<file path="src/rtl/link_wb_pipe.sv">
// link_wb_pipe
//   Decodes link-writing control flow in ID (jal, jalr, bgezal, bltzal),
//   forms the link value pc + LINK_OFFSET and carries it through STAGES
//   pipeline registers to the register-file write port. In-flight link
//   values are forwarded to the ID operand readers.
//
// Ports
//   clk, rst_n          clock (rising edge), asynchronous active-low reset
//   hold                freeze every pipeline stage this cycle
//   flush               load a bubble into stage 0 (wins over hold there)
//   id_valid            ID slot holds a real instruction
//   id_jal, id_jr       j-type / jr-type codes (10 = jal / jalr)
//   id_branch           branch code (0101 bgezal, 1000 bltzal)
//   id_rd               rd field, destination for jalr
//   id_pc               PC of the ID instruction
//   id_link             ID instruction writes a link register (combinational)
//   rs_addr, rt_addr    ID source register indices
//   fwd_r*_hit/_data    youngest in-flight link value matching rs / rt
//   wb_we/addr/data     link write at writeback, straight from last stage
//   busy                any stage holds a valid entry

module link_wb_pipe #(
    parameter int unsigned DW          = 32,
    parameter int unsigned STAGES      = 3,
    parameter int unsigned LINK_REG    = 31,
    parameter int unsigned LINK_OFFSET = 8
) (
    input  logic          clk,
    input  logic          rst_n,
    input  logic          hold,
    input  logic          flush,
    input  logic          id_valid,
    input  logic [1:0]    id_jal,
    input  logic [1:0]    id_jr,
    input  logic [3:0]    id_branch,
    input  logic [4:0]    id_rd,
    input  logic [DW-1:0] id_pc,
    output logic          id_link,
    input  logic [4:0]    rs_addr,
    input  logic [4:0]    rt_addr,
    output logic          fwd_rs_hit,
    output logic [DW-1:0] fwd_rs_data,
    output logic          fwd_rt_hit,
    output logic [DW-1:0] fwd_rt_data,
    output logic          wb_we,
    output logic [4:0]    wb_addr,
    output logic [DW-1:0] wb_data,
    output logic          busy
);

    localparam logic [4:0]    LINK_RD  = 5'(LINK_REG);
    localparam logic [DW-1:0] LINK_OFF = DW'(LINK_OFFSET);

    localparam logic [1:0] JCODE_JAL   = 2'b10;
    localparam logic [1:0] JRCODE_JALR = 2'b10;
    localparam logic [3:0] BR_BGEZAL   = 4'b0101;
    localparam logic [3:0] BR_BLTZAL   = 4'b1000;

    // ------------------------------------------------------------------
    // ID decode
    // ------------------------------------------------------------------
    logic          is_jalr;
    logic          link_any;
    logic [4:0]    dest;
    logic [DW-1:0] link_data;

    always_comb begin
        is_jalr   = (id_jr == JRCODE_JALR);
        link_any  = id_valid & ((id_jal == JCODE_JAL) | is_jalr |
                                (id_branch == BR_BGEZAL) |
                                (id_branch == BR_BLTZAL));
        dest      = is_jalr ? id_rd : LINK_RD;
        // Writes to r0 are architecturally void, so they never enter the pipe.
        id_link   = link_any & (dest != '0);
        link_data = id_pc + LINK_OFF;
    end

    // ------------------------------------------------------------------
    // Pipeline stages; index 0 is youngest, STAGES-1 feeds writeback
    // ------------------------------------------------------------------
    logic          v_q    [STAGES];
    logic [4:0]    addr_q [STAGES];
    logic [DW-1:0] data_q [STAGES];

    logic          v0_d;
    logic [4:0]    addr0_d;
    logic [DW-1:0] data0_d;

    // Stage 0 next value: flush beats hold, hold keeps, else capture ID.
    always_comb begin
        v0_d    = v_q[0];
        addr0_d = addr_q[0];
        data0_d = data_q[0];
        if (flush) begin
            v0_d    = 1'b0;
            addr0_d = '0;
            data0_d = '0;
        end else if (!hold) begin
            v0_d    = id_link;
            addr0_d = dest;
            data0_d = link_data;
        end
    end

    always_ff @(posedge clk or negedge rst_n) begin
        if (!rst_n) begin
            for (int unsigned i = 0; i < STAGES; i++) begin
                v_q[i]    <= 1'b0;
                addr_q[i] <= '0;
                data_q[i] <= '0;
            end
        end else begin
            v_q[0]    <= v0_d;
            addr_q[0] <= addr0_d;
            data_q[0] <= data0_d;
            if (!hold) begin
                for (int unsigned i = 1; i < STAGES; i++) begin
                    v_q[i]    <= v_q[i-1];
                    addr_q[i] <= addr_q[i-1];
                    data_q[i] <= data_q[i-1];
                end
            end
        end
    end

    // ------------------------------------------------------------------
    // Forwarding: scan oldest to youngest so the youngest match wins
    // ------------------------------------------------------------------
    always_comb begin
        int unsigned idx;
        fwd_rs_hit  = 1'b0;
        fwd_rs_data = '0;
        fwd_rt_hit  = 1'b0;
        fwd_rt_data = '0;
        busy        = 1'b0;
        for (int unsigned k = 0; k < STAGES; k++) begin
            idx  = STAGES - 1 - k;
            busy = busy | v_q[idx];
            if (v_q[idx] && (rs_addr != '0) && (addr_q[idx] == rs_addr)) begin
                fwd_rs_hit  = 1'b1;
                fwd_rs_data = data_q[idx];
            end
            if (v_q[idx] && (rt_addr != '0) && (addr_q[idx] == rt_addr)) begin
                fwd_rt_hit  = 1'b1;
                fwd_rt_data = data_q[idx];
            end
        end
    end

    // ------------------------------------------------------------------
    // Writeback: registered, straight from the last stage
    // ------------------------------------------------------------------
    assign wb_we   = v_q[STAGES-1];
    assign wb_addr = addr_q[STAGES-1];
    assign wb_data = data_q[STAGES-1];

endmodule
</file>
<file path="config.mk">
export PLATFORM = sky130hd
export DESIGN_NAME = link_wb_pipe
export DESIGN_NICKNAME = d
export VERILOG_FILES = /design/src/rtl/link_wb_pipe.sv
export SDC_FILE = /design/constraint.sdc
export NUM_CORES = 1
export LEC_CHECK = 0
export ABC_AREA = 1
export BUFFER_PORTS_ARGS = -buffer_cell sky130_fd_sc_hd__buf_4
export CAP_MARGIN = 15
export CORE_ASPECT_RATIO = 1.5
export CORE_MARGIN = 2
export CORE_UTILIZATION = 55
export DETAILED_ROUTE_END_ITERATION = 16
export PLACE_DENSITY = 0.8
export SLEW_MARGIN = 25
export SYNTH_ARGS = -nofsm -noshare
export SYNTH_HDL_FRONTEND = slang
export SYNTH_SLANG_ARGS = --single-unit
export TNS_END_PERCENT = 10
</file>
<file path="constraint.sdc">
create_clock -name clk -period 3.45 [get_ports clk]
set_input_delay 0.345 -clock clk [delete_from_list [all_inputs] [get_ports clk]]
set_output_delay 0.345 -clock clk [all_outputs]
set_load 0.05 [all_outputs]
</file>
## After elaboration in Yosys (flattened, before gate mapping)

Index checks and enable logic that the tools add are counted.

| cells by class | value |
|---|---|
| add/subtract/negate cells | 1 |
| multiply operators | 0 |
| divide/modulo/power cells | 0 |
| magnitude comparators | 0 |
| equal/unequal tests | 11 |
| shift operators | 0 |
| muxes and demuxes | 19 |
| bitwise logic cells | 7 |
| reduce and logical (&&, ||, !) cells | 15 |

Operators with widths:

| operator | count |
|---|---|
| $mux W32 | 8 |
| $add A32 B4 Y32 const B | 1 |
| $eq A5 B5 Y1 | 6 |
| $mux W5 | 3 |
| $reduce_bool A5 Y1 | 3 |
| $logic_and A1 B1 Y1 | 12 |
| $mux W1 | 8 |
| $or A1 B1 Y1 | 5 |
| $eq A2 B2 Y1 const B | 2 |
| $eq A4 B3 Y1 const B | 1 |
| $eq A4 B4 Y1 const B | 1 |
| $and A1 B1 Y1 | 2 |
| $ne A2 B1 Y1 const B | 1 |

| word-level totals | value |
|---|---|
| flip-flop bits (word level) | 114 |
| latch bits | 0 |
| bits in writable memories | 0 |
| memory bits (read-only) | 0 |
| input bits | 60 |
| output and inout bits | 106 |
| logic and storage cells | 62 |
| memories kept | 0 |

## Longest topological paths before layout

Gate-level depths: netlist of run 1.

| depth | value |
|---|---|
| depth in word-level cells | 8 |
| depth in mapped cells | 12 |
| depth with buffers taken out | 11 |

## Worst setup path before layout of run 1

OpenSTA, ideal clock, no wires.

| timing | value |
|---|---|
| kind | flip-flop to output port |
| from | register v_q (netlist bit wb_we) |
| to | output fwd_rs_data[12] |
| arrival time | 1835 ps |
| slack | 1270 ps |
| stages on the path, launching flop included | 10 |
| cells stage by stage | dfrtp_1 > inv_1 > a21oi_1 > nand2_1 > nor2_2 > buf_2 > nand3_1 > nand2_1 > nand3_1 > nand2_1 |

| between the ends | value |
|---|---|
| longest elaborated chain between the ends | 5 |

RTL lines:

| element | line | RTL |
|---|---|---|
| from (decl) | 81 | `logic v_q [STAGES];` |
| from (signal, indexed assignment) | 118 | `v_q[i] <= v_q[i-1];` |
| $logic_and A1 B1 Y1 (2 in a row) | 139 | `if (v_q[idx] && (rs_addr != '0) && (addr_q[idx] == rs_addr)) begin` |
| $mux W32 (3 in a row) | 139 |  |
| to (decl) | 42 | `output logic [DW-1:0] fwd_rs_data,` |

No other way between the ends.

## Worst setup path after layout of run 1

| timing | value |
|---|---|
| from | register addr_q[13] (netlist name) |
| to | output fwd_rt_data[13] |

| between the ends | value |
|---|---|
| longest elaborated chain between the ends | 3 |

RTL lines:

| element | line | RTL |
|---|---|---|
| from (decl) | 82 | `logic [4:0] addr_q [STAGES];` |
| from (signal, indexed assignment) | 119 | `addr_q[i] <= addr_q[i-1];` |
| $eq A5 B5 Y1 | 143 | `if (v_q[idx] && (rt_addr != '0) && (addr_q[idx] == rt_addr)) begin` |
| $logic_and A1 B1 Y1 | 143 |  |
| $mux W32 | 143 |  |
| to (decl) | 44 | `output logic [DW-1:0] fwd_rt_data,` |

No other way between the ends.

==> results of run 1 <==
## routing by layer
layer	part of all wire (%)	routed length [um]
met1	40	9820
met4	2.1	524
met5	0	0
met2	49	12100
met3	8.1	1970
## power by group through the flow
stage / Sequential (mW) / Combinational, mW / Clock, mW
after floorplan: 1.54 / 0.543 / 0
after global placement: 1.57 / 0.744 / 0
after detailed placement: 1.57 / 0.754 / 0
after CTS: 1.55 / 0.760 / 1.76
after global routing: 1.57 / 0.825 / 1.82
final: 1.55 / 0.762 / 1.76
## critical path: cells and delay by family (launching register included)
family / cells / cell delay [ns]
DFF: 1 / 0.38
buffers and inverters: 3 / 1.01
and+or+nand+nor: 6 / 0.90
## cell type report
class	instances	area (um^2)	share of cell area, %
Inverter	153	574	6.00
Clock inverter	10	135	1.41
Multi-Input combinational cell	906	3950	41.3
Timing Repair Buffer	181	1370	14.3
Clock buffer	21	450	4.70
Tap cell	192	240	2.51
Sequential cell	114	2850	29.8
## state kept, by name, summed over array words and instances (netlist names)
signal   flops
data_q      64
v_q          2
wb_data     32
addr_q      10
wb_addr      5
wb_we        1
## through the flow
stage | instance area (um^2) | setup slack [ns]
6_report | 9580 | 0.407
2_1_floorplan | 7960 | 1.27
3_5_place_dp | 8980 | 0.841
4_1_cts | 9580 | 0.456
3_3_place_gp | 8980 | 0.894
5_1_grt | 9580 | 0.205
## cells by family (layout without fill, tap and decap cells)
family | Yosys count | in the layout
xor gates and xnor gates | 10 | 10
DFF | 114 | 114
adders and majority gates | 1 | 1
AOI/OAI and AO/OA | 154 | 154
buffers and inverters | 251 | 365
and+or+nand+nor | 741 | 741
## worst max-delay path by stage
stage	slack, ns	cells past startpoint	to
floorplan	1.27	9	fwd_rs_data[12]
global placement	0.89	9	fwd_rt_data[24]
detailed placement	0.84	9	fwd_rt_data[31]
CTS	0.46	9	fwd_rt_data[13]
global route	0.21	9	fwd_rt_data[13]
finish	0.41	9	fwd_rt_data[13]
## layout by cell type (no fill, tap or decap), drive strengths merged
cell type    count
nand2          515
inv            153
o21bai           3
or2              1
bufinv           3
nand3          148
clkbuf          21
dfrtp          114
nor2            69
xnor2            7
nand3b           2
clkinvlp         4
clkinv           3
o21ai          106
xor2             3
buf            180
dlygate4sd3      1
o22ai           15
o211ai           2
nor3             3
ha               1
a21oi           28
nand4            3
## timing repair
| action | 4_1_cts | 5_1_grt |
|---|---|---|
| hold buffers | 1 | 0 |
| endpoints found under the hold margin | 44 | 0 |
| setup buffers | 0 | 0 |
==> qor.yml, run 1 <==
setup_path:
  critical_path_class: "flop to output port"
  timing.rr.start: "addr_q[13]"
  r2r_slack_ns: 2.61
  end_kind: "output port"
  r2r-end: "addr_q[8]"
  critPathMaxFanout: 32
  r2r_cells: 2
  max_stage_delay_ns: 0.68
  required_ns: 3.11
  slowest_stage: "inv_2"
  cp.arrival_ns: 2.70
  crit_top_cell: "nand2_1"
  cp-startpoint: "addr_q[13]"
  start_kind: "flop"
  crit_chain: "inv_1, nand2_1, nand4_1, nor2_1, nand2_1, inv_2, nand2_1, nand2_1, buf_4"
grt:
  grt_pass1_vias: 7951
  grt_use_met1_pct: 40.6
  antenna_found_initial: 0
  grtUsageMet3_pct: 4.98
  track_usage_pct: 32.2
  grt_first_pass_wirelength_mm: 38.8
  met2_usage_pct: 55.2
  grt_max_degree: 95
  grt_busiest_layer: "met2"
  overflow: 0
synthesis:
  synth_common_cells: "nand2_1, nand3_1, inv_1, dfrtp_1, o21ai_0"
  yosys.area_share.adder_pct: 0.157
  synthFlopType: "dfrtp_1"
  syn_avg_cell_area_um2: 6.26
  yosysMostFrequentCell: "nand2_1"
  synth-xor-area-share_pct: 1.10
  ys_seq_area_share_pct: 35.8
  synth_compound_area_share_pct: 10.1
  synth_edf_count: 0
  syn_nets: 1332
  synthMuxAreaShare_pct: 0
  synthArstFlopShare_pct: 100
  syn_area_um2: 7960
  synth_top_family_by_area: "simple AND/OR/NAND/NOR gates"
  synth_seq_cells: 114
  yosysUniqueCellTypes: 27
  yosysWarnings: 0
  netlist_instances: 1271
  ys_top_cells_by_area: "dfrtp_1, nand2_1, nand3_1"
  yosys.area.top_type: "dfrtp_1"
  synth.top_cell.area_share_pct: 35.8
  synthSimpleGateAreaFrac_pct: 38.3
placement:
  dp_hpwl_mm: 16.8
  globalplace.congestion: 0.966
  numPortBuffers: 165
  dp.cells: 1545
clock_network:
  cts_buffers: 17
  h-tree-depth: 4
  clk_pin_slew_worst_paths_ns: 0.05
  tritoncts: "yes"
  clk-insertion-delay-late_ns: 0.41
  cts_resized: 0
  root_buffer: "clkbuf_16"
  clockBufferDepth: 2
  cts.sinks: 114
hold_path:
  hold_start: "id_pc[0]"
  hold_depth: 3
  worstHoldPathType: "input pin to flop"
  worstHoldEndpoint: "data_q[64]"
floorplan:
  die_w_um: 102
  die_height_um: 151
  num_rows: 53
  dieArea_um2: 15500
  num_io_pins: 166
  start_util_pct: 56.6
  core_area_um2: 14100
timing:
  finalSetupTns_ns: 0
  skew_ns: 0.00590
  rsz0062_at_grt: "no"
  hold_ws_ns: 0.151
  relSlewSlack_pct: 45.5
  hold_violations: 0
  min_period_ns: 3.04
  fmax_mhz: 329
  setup_viol: 0
  maxSlewViolCount: 0
  worst_pin_slew_ns: 0.818
  period_share_pct: 88.2
layout:
  area_growth_pct: 20.4
  fin_cells: 1577
  fillCellCount: 1288
  antenna_cells: 0
  nets: 1434
  drive_gt1_share_pct: 17.3
  final_util_pct: 68.1
drt:
  via_count: 8470
  ant_nets: 0
  dr.first_iter.drc_count: 643
  wirelength_mm: 24.4
  wl_per_cell_um: 15.5
  vias_per_cell: 5.37
  drc: 0
  drtPass1Iterations: 5
pwr:
  seqPwrFrac_pct: 38.1
  p_sw_share_pct: 31.0
  internal-power_mw: 2.81
  total_power_mw: 4.07
  cellLeakagePower_nw: 5.21
  clockPowerShare_pct: 43.2
  powerDensity_nw_per_um2: 425
  pwr-share-comb_pct: 18.7
  vdd_drop_max_uv: 355
  switchingPower_mw: 1.26
run_status:
  outcome: "finished clean"
run:
  maxCapViolCount: 0
Note: power is estimated with default switching activity, not from simulation.
==> run 2: changes to the inputs <==
--- a/config.mk
+++ b/config.mk
@@ -5,14 +5,13 @@
 export SDC_FILE = /design/constraint.sdc
 export NUM_CORES = 1
 export LEC_CHECK = 0
-export ABC_AREA = 1
 export BUFFER_PORTS_ARGS = -buffer_cell sky130_fd_sc_hd__buf_4
 export CAP_MARGIN = 15
 export CORE_ASPECT_RATIO = 1.5
 export CORE_MARGIN = 2
 export CORE_UTILIZATION = 55
 export DETAILED_ROUTE_END_ITERATION = 16
-export PLACE_DENSITY = 0.8
+export PLACE_DENSITY = 0.82
 export SLEW_MARGIN = 25
 export SYNTH_ARGS = -nofsm -noshare
 export SYNTH_HDL_FRONTEND = slang
==> run 2 against run 1 <==
Against the previous run:
- the flow now finishes with violations (hold timing)
- clock power grew 5%
- first-iteration DRC count shrank 44%
- combinational power shrank 2.9%
- sequential share of layout area grew 3.5 points
- synthesized area shrank 13%
- clock skew grew 0.00081 ns
- hold slack lost 0.20 ns
- utilization grew 1.0 points
- sequential power grew 4%
- count of clock-buffer cells in the layout grew 3
- fmax shrank 8.9%
- largest cell class unchanged
- largest power group unchanged
==> qor.yml, run 2 <==
synthesis:
  netlist_instances: 726  # -43%
  yosysMostFrequentCell: "dfrtp_1"
  synth_edf_count: 0  # unchanged
  ys_top_cells_by_area: "dfrtp_1, mux2_2, a21oi_1"
  synthArstFlopShare_pct: 100  # unchanged
  syn_area_um2: 6920  # -13%
  syn_nets: 787  # -41%
  synth_common_cells: "dfrtp_1, nor2_1, a21oi_1, mux2_2, a22oi_1"
  ys_seq_area_share_pct: 41.2  # +5.4 points
  syn_avg_cell_area_um2: 9.54  # +52%
  synth_seq_cells: 114  # unchanged
  yosysWarnings: 0  # unchanged
  synth.top_cell.area_share_pct: 41.2  # +5.4 points
  synthFlopType: "dfrtp_1"
  yosysUniqueCellTypes: 44  # +63%
  yosys.area.top_type: "dfrtp_1"
grt:
  track_usage_pct: 28.2  # -4.0 points
  grt_pass1_vias: 5886  # -26%
  grt_max_degree: 84  # -12%
  grt_first_pass_wirelength_mm: 29.2  # -25%
  overflow: 0  # unchanged
  antenna_found_initial: 0  # unchanged
floorplan:
  die_height_um: 141  # -6.5%
  start_util_pct: 55.9  # -0.71 points
  dieArea_um2: 13500  # -13%
  num_rows: 50  # -5.7%
  die_w_um: 95.6  # -6.5%
  core_area_um2: 12400  # -12%
  num_io_pins: 166  # unchanged
drt:
  dr.first_iter.drc_count: 362  # -44%
  drtPass1Iterations: 5  # unchanged
  ant_nets: 0  # unchanged
  vias_per_cell: 5.86  # +9.0%
  wl_per_cell_um: 18.5  # +20%
  drc: 0  # unchanged
  wirelength_mm: 18.6  # -24%
  via_count: 5885  # -31%
pwr:
  internal-power_mw: 2.97  # +5.9%
  seqPwrFrac_pct: 38.5  # +0.4 points
  pwr-share-comb_pct: 17.6  # -1.1 points
  powerDensity_nw_per_um2: 490  # +15%
  p_sw_share_pct: 29.1  # -1.9 points
  cellLeakagePower_nw: 4.07  # -22%
  clockPowerShare_pct: 43.9  # +0.7 points
  switchingPower_mw: 1.22  # -3.3%
  total_power_mw: 4.19  # +3.0%
  vdd_drop_max_uv: 449  # +27%
clock_network:
  clockBufferDepth: 2  # unchanged
  cts_hold_buffers: 0  # -1
  clk-insertion-delay-late_ns: 0.42  # about the same
  h-tree-depth: 4  # unchanged
  cts_setup_buffers: 0  # unchanged
  root_buffer: "clkbuf_16"
  cts_buffers: 17  # unchanged
  tritoncts: "yes"
  clk_pin_slew_worst_paths_ns: 0.06  # about the same
  cts.sinks: 114  # unchanged
layout:
  fillCellCount: 936  # -27%
  top_register: "data_q"
  largest_reg_flops: 64  # unchanged
  nets: 897  # -37%
  drive_gt1_share_pct: 35.2  # +18 points
  mostFrequentLayoutCells: "buf_4, dfrtp_1, nor2_1, a21oi_1, mux2_2"
  final_common_cell: "buf_4"
  area_growth_pct: 23.7
  design_area_um2: 8570  # -11%
  antenna_cells: 0  # unchanged
timing:
  worst_pin_slew_ns: 0.782  # -0.0360 ns
  fmax_mhz: 300  # -8.9%
  setup_viol: 0  # unchanged
  hold_violations: 20  # +20
  skew_ns: 0.00670  # +0.000808 ns
  rsz0062_at_grt: "no"
  min_period_ns: 3.34  # +0.295 ns
  finalSetupTns_ns: 0  # unchanged
  maxSlewViolCount: 0  # unchanged
  period_share_pct: 96.8  # +8.6 points
  relSlewSlack_pct: 47.7  # +2.2 points
  hold_ws_ns: -0.0493  # -0.200 ns
setup_path:
  r2r-end: "data_q[79]"
  crit_buf_inv: 2  # -1
  max_stage_delay_ns: 0.70  # +0.02 ns
  required_ns: 3.11  # about the same
  start_kind: "flop"
  timing.rr.start: "data_q[79]"
  critical-path-top-delay-family: "compound AO/OA/AOI/OAI gates"
  critPathMaxFanout: 17  # -47%
  crit_top_cell: "buf_4"
  r2r_cells: 2  # unchanged
  cp.arrival_ns: 2.99  # +0.29 ns
  end_kind: "output port"
  r2r_slack_ns: 2.50  # -0.11 ns
  crit_chain: "xnor2_1, o211ai_2, a211oi_4, buf_4, a22oi_2, a21oi_1, buf_4"
  critical_path_class: "flop to output port"
  slowest_stage: "a211oi_4"
placement:
  globalplace.congestion: 0.928  # -4.0%
  dpl_cell_area_um2: 7930  # -12%
  numPortBuffers: 165  # unchanged
  dp_hpwl_mm: 12.8  # -24%
hold_path:
  worstHoldPathType: "input pin to asynchronous set/reset pin"
run_status:
  outcome: "finished with violations"
  violations: "hold timing"
run:
  maxCapViolCount: 0  # unchanged
-- run 2: cell count changes after synthesis, moves of 27 or more --
cell / before / now
a21oi_1: 28 / 87
a22oi_1: 0 / 48
inv_1: 138 / 21
mux2_2: 0 / 61
nand2_1: 513 / 29
nand3_1: 148 / 10
nor2_1: 57 / 95
o21ai_0: 88 / 21
xor2_1: 3 / 30
-- run 2: cell families (layout without fill, tap and decap cells) --
group	Yosys count	in the layout	share of synthesized area, %
compound gates	201	201	19.4
xor+xnor	55	55	6.96
fa+ha+maj	1	1	0.181
buf+inv	110	233	9.32
flops	114	114	41.2
mux	69	69	11.1
simple gates	176	176	11.8
-- run 2: area by class of cell --
type                            instances  area (um^2)  share of cell area [%]
Sequential cell                       114         2850                    33.3
Inverter                               22         82.6                   0.964
Clock inverter                          8          124                    1.45
Multi-Input combinational cell        502         3450                    40.3
Clock buffer                           24          502                    5.86
Timing Repair Buffer                  179         1360                    15.9
Tap cell                              156          195                    2.28
-- run 2: timing repair --
| action | CTS | global route |
|---|---|---|
| setup endpoints to repair | 0 | 7 |
| resized for setup | 0 | 1 |
| hold endpoints to repair | 0 | 0 |
-- run 2: through the flow --
step | hold WS, ns | instances | utilization (%) | setup WS (ns)
2_1_floorplan | 0.0494 | 726 | - | 0.767
3_3_place_gp | 0.505 | 973 | 64.0 | 0.586
3_5_place_dp | 0.525 | 973 | 64.0 | 0.528
4_1_cts | 0.156 | 1005 | 69.1 | 0.0673
5_1_grt | 0.0474 | 1005 | 69.2 | 0.00373
6_report | -0.0493 | 1005 | 69.2 | 0.111
-- run 2: metal layers --
| layer | part of all wire [%] | GRT usage, % | vias up |
|---|---|---|---|
| met5 | 0 | 0 | - |
| met4 | 4.3 | 16.8 | 0 |
| met3 | 4.6 | 3.77 | 55 |
| met2 | 54 | 49.9 | 216 |
| met1 | 37 | 31.4 | 2863 |
| li1 | - | - | 2751 |
-- run 2: how the worst max path moves through the flow --
stage,start,end,slack [ns],cells past startpoint
after floorplan,wb_we,fwd_rs_data[21],0.77,5
after global placement,rt_addr[2],fwd_rt_data[10],0.59,8
after detailed placement,rs_addr[2],fwd_rs_data[10],0.53,8
after CTS,wb_addr[3],fwd_rt_data[10],0.07,7
after global routing,wb_addr[0],fwd_rt_data[2],0.004,7
final,wb_addr[0],fwd_rt_data[10],0.11,7
-- run 2: power groups by stage --
stage	Sequential [mW]	Combinational [mW]	Clock, mW
floorplan	1.59	0.565	0
global placement	1.62	0.722	0
detailed placement	1.63	0.738	0
CTS	1.61	0.743	1.85
global route	1.63	0.789	1.91
finish	1.61	0.740	1.84
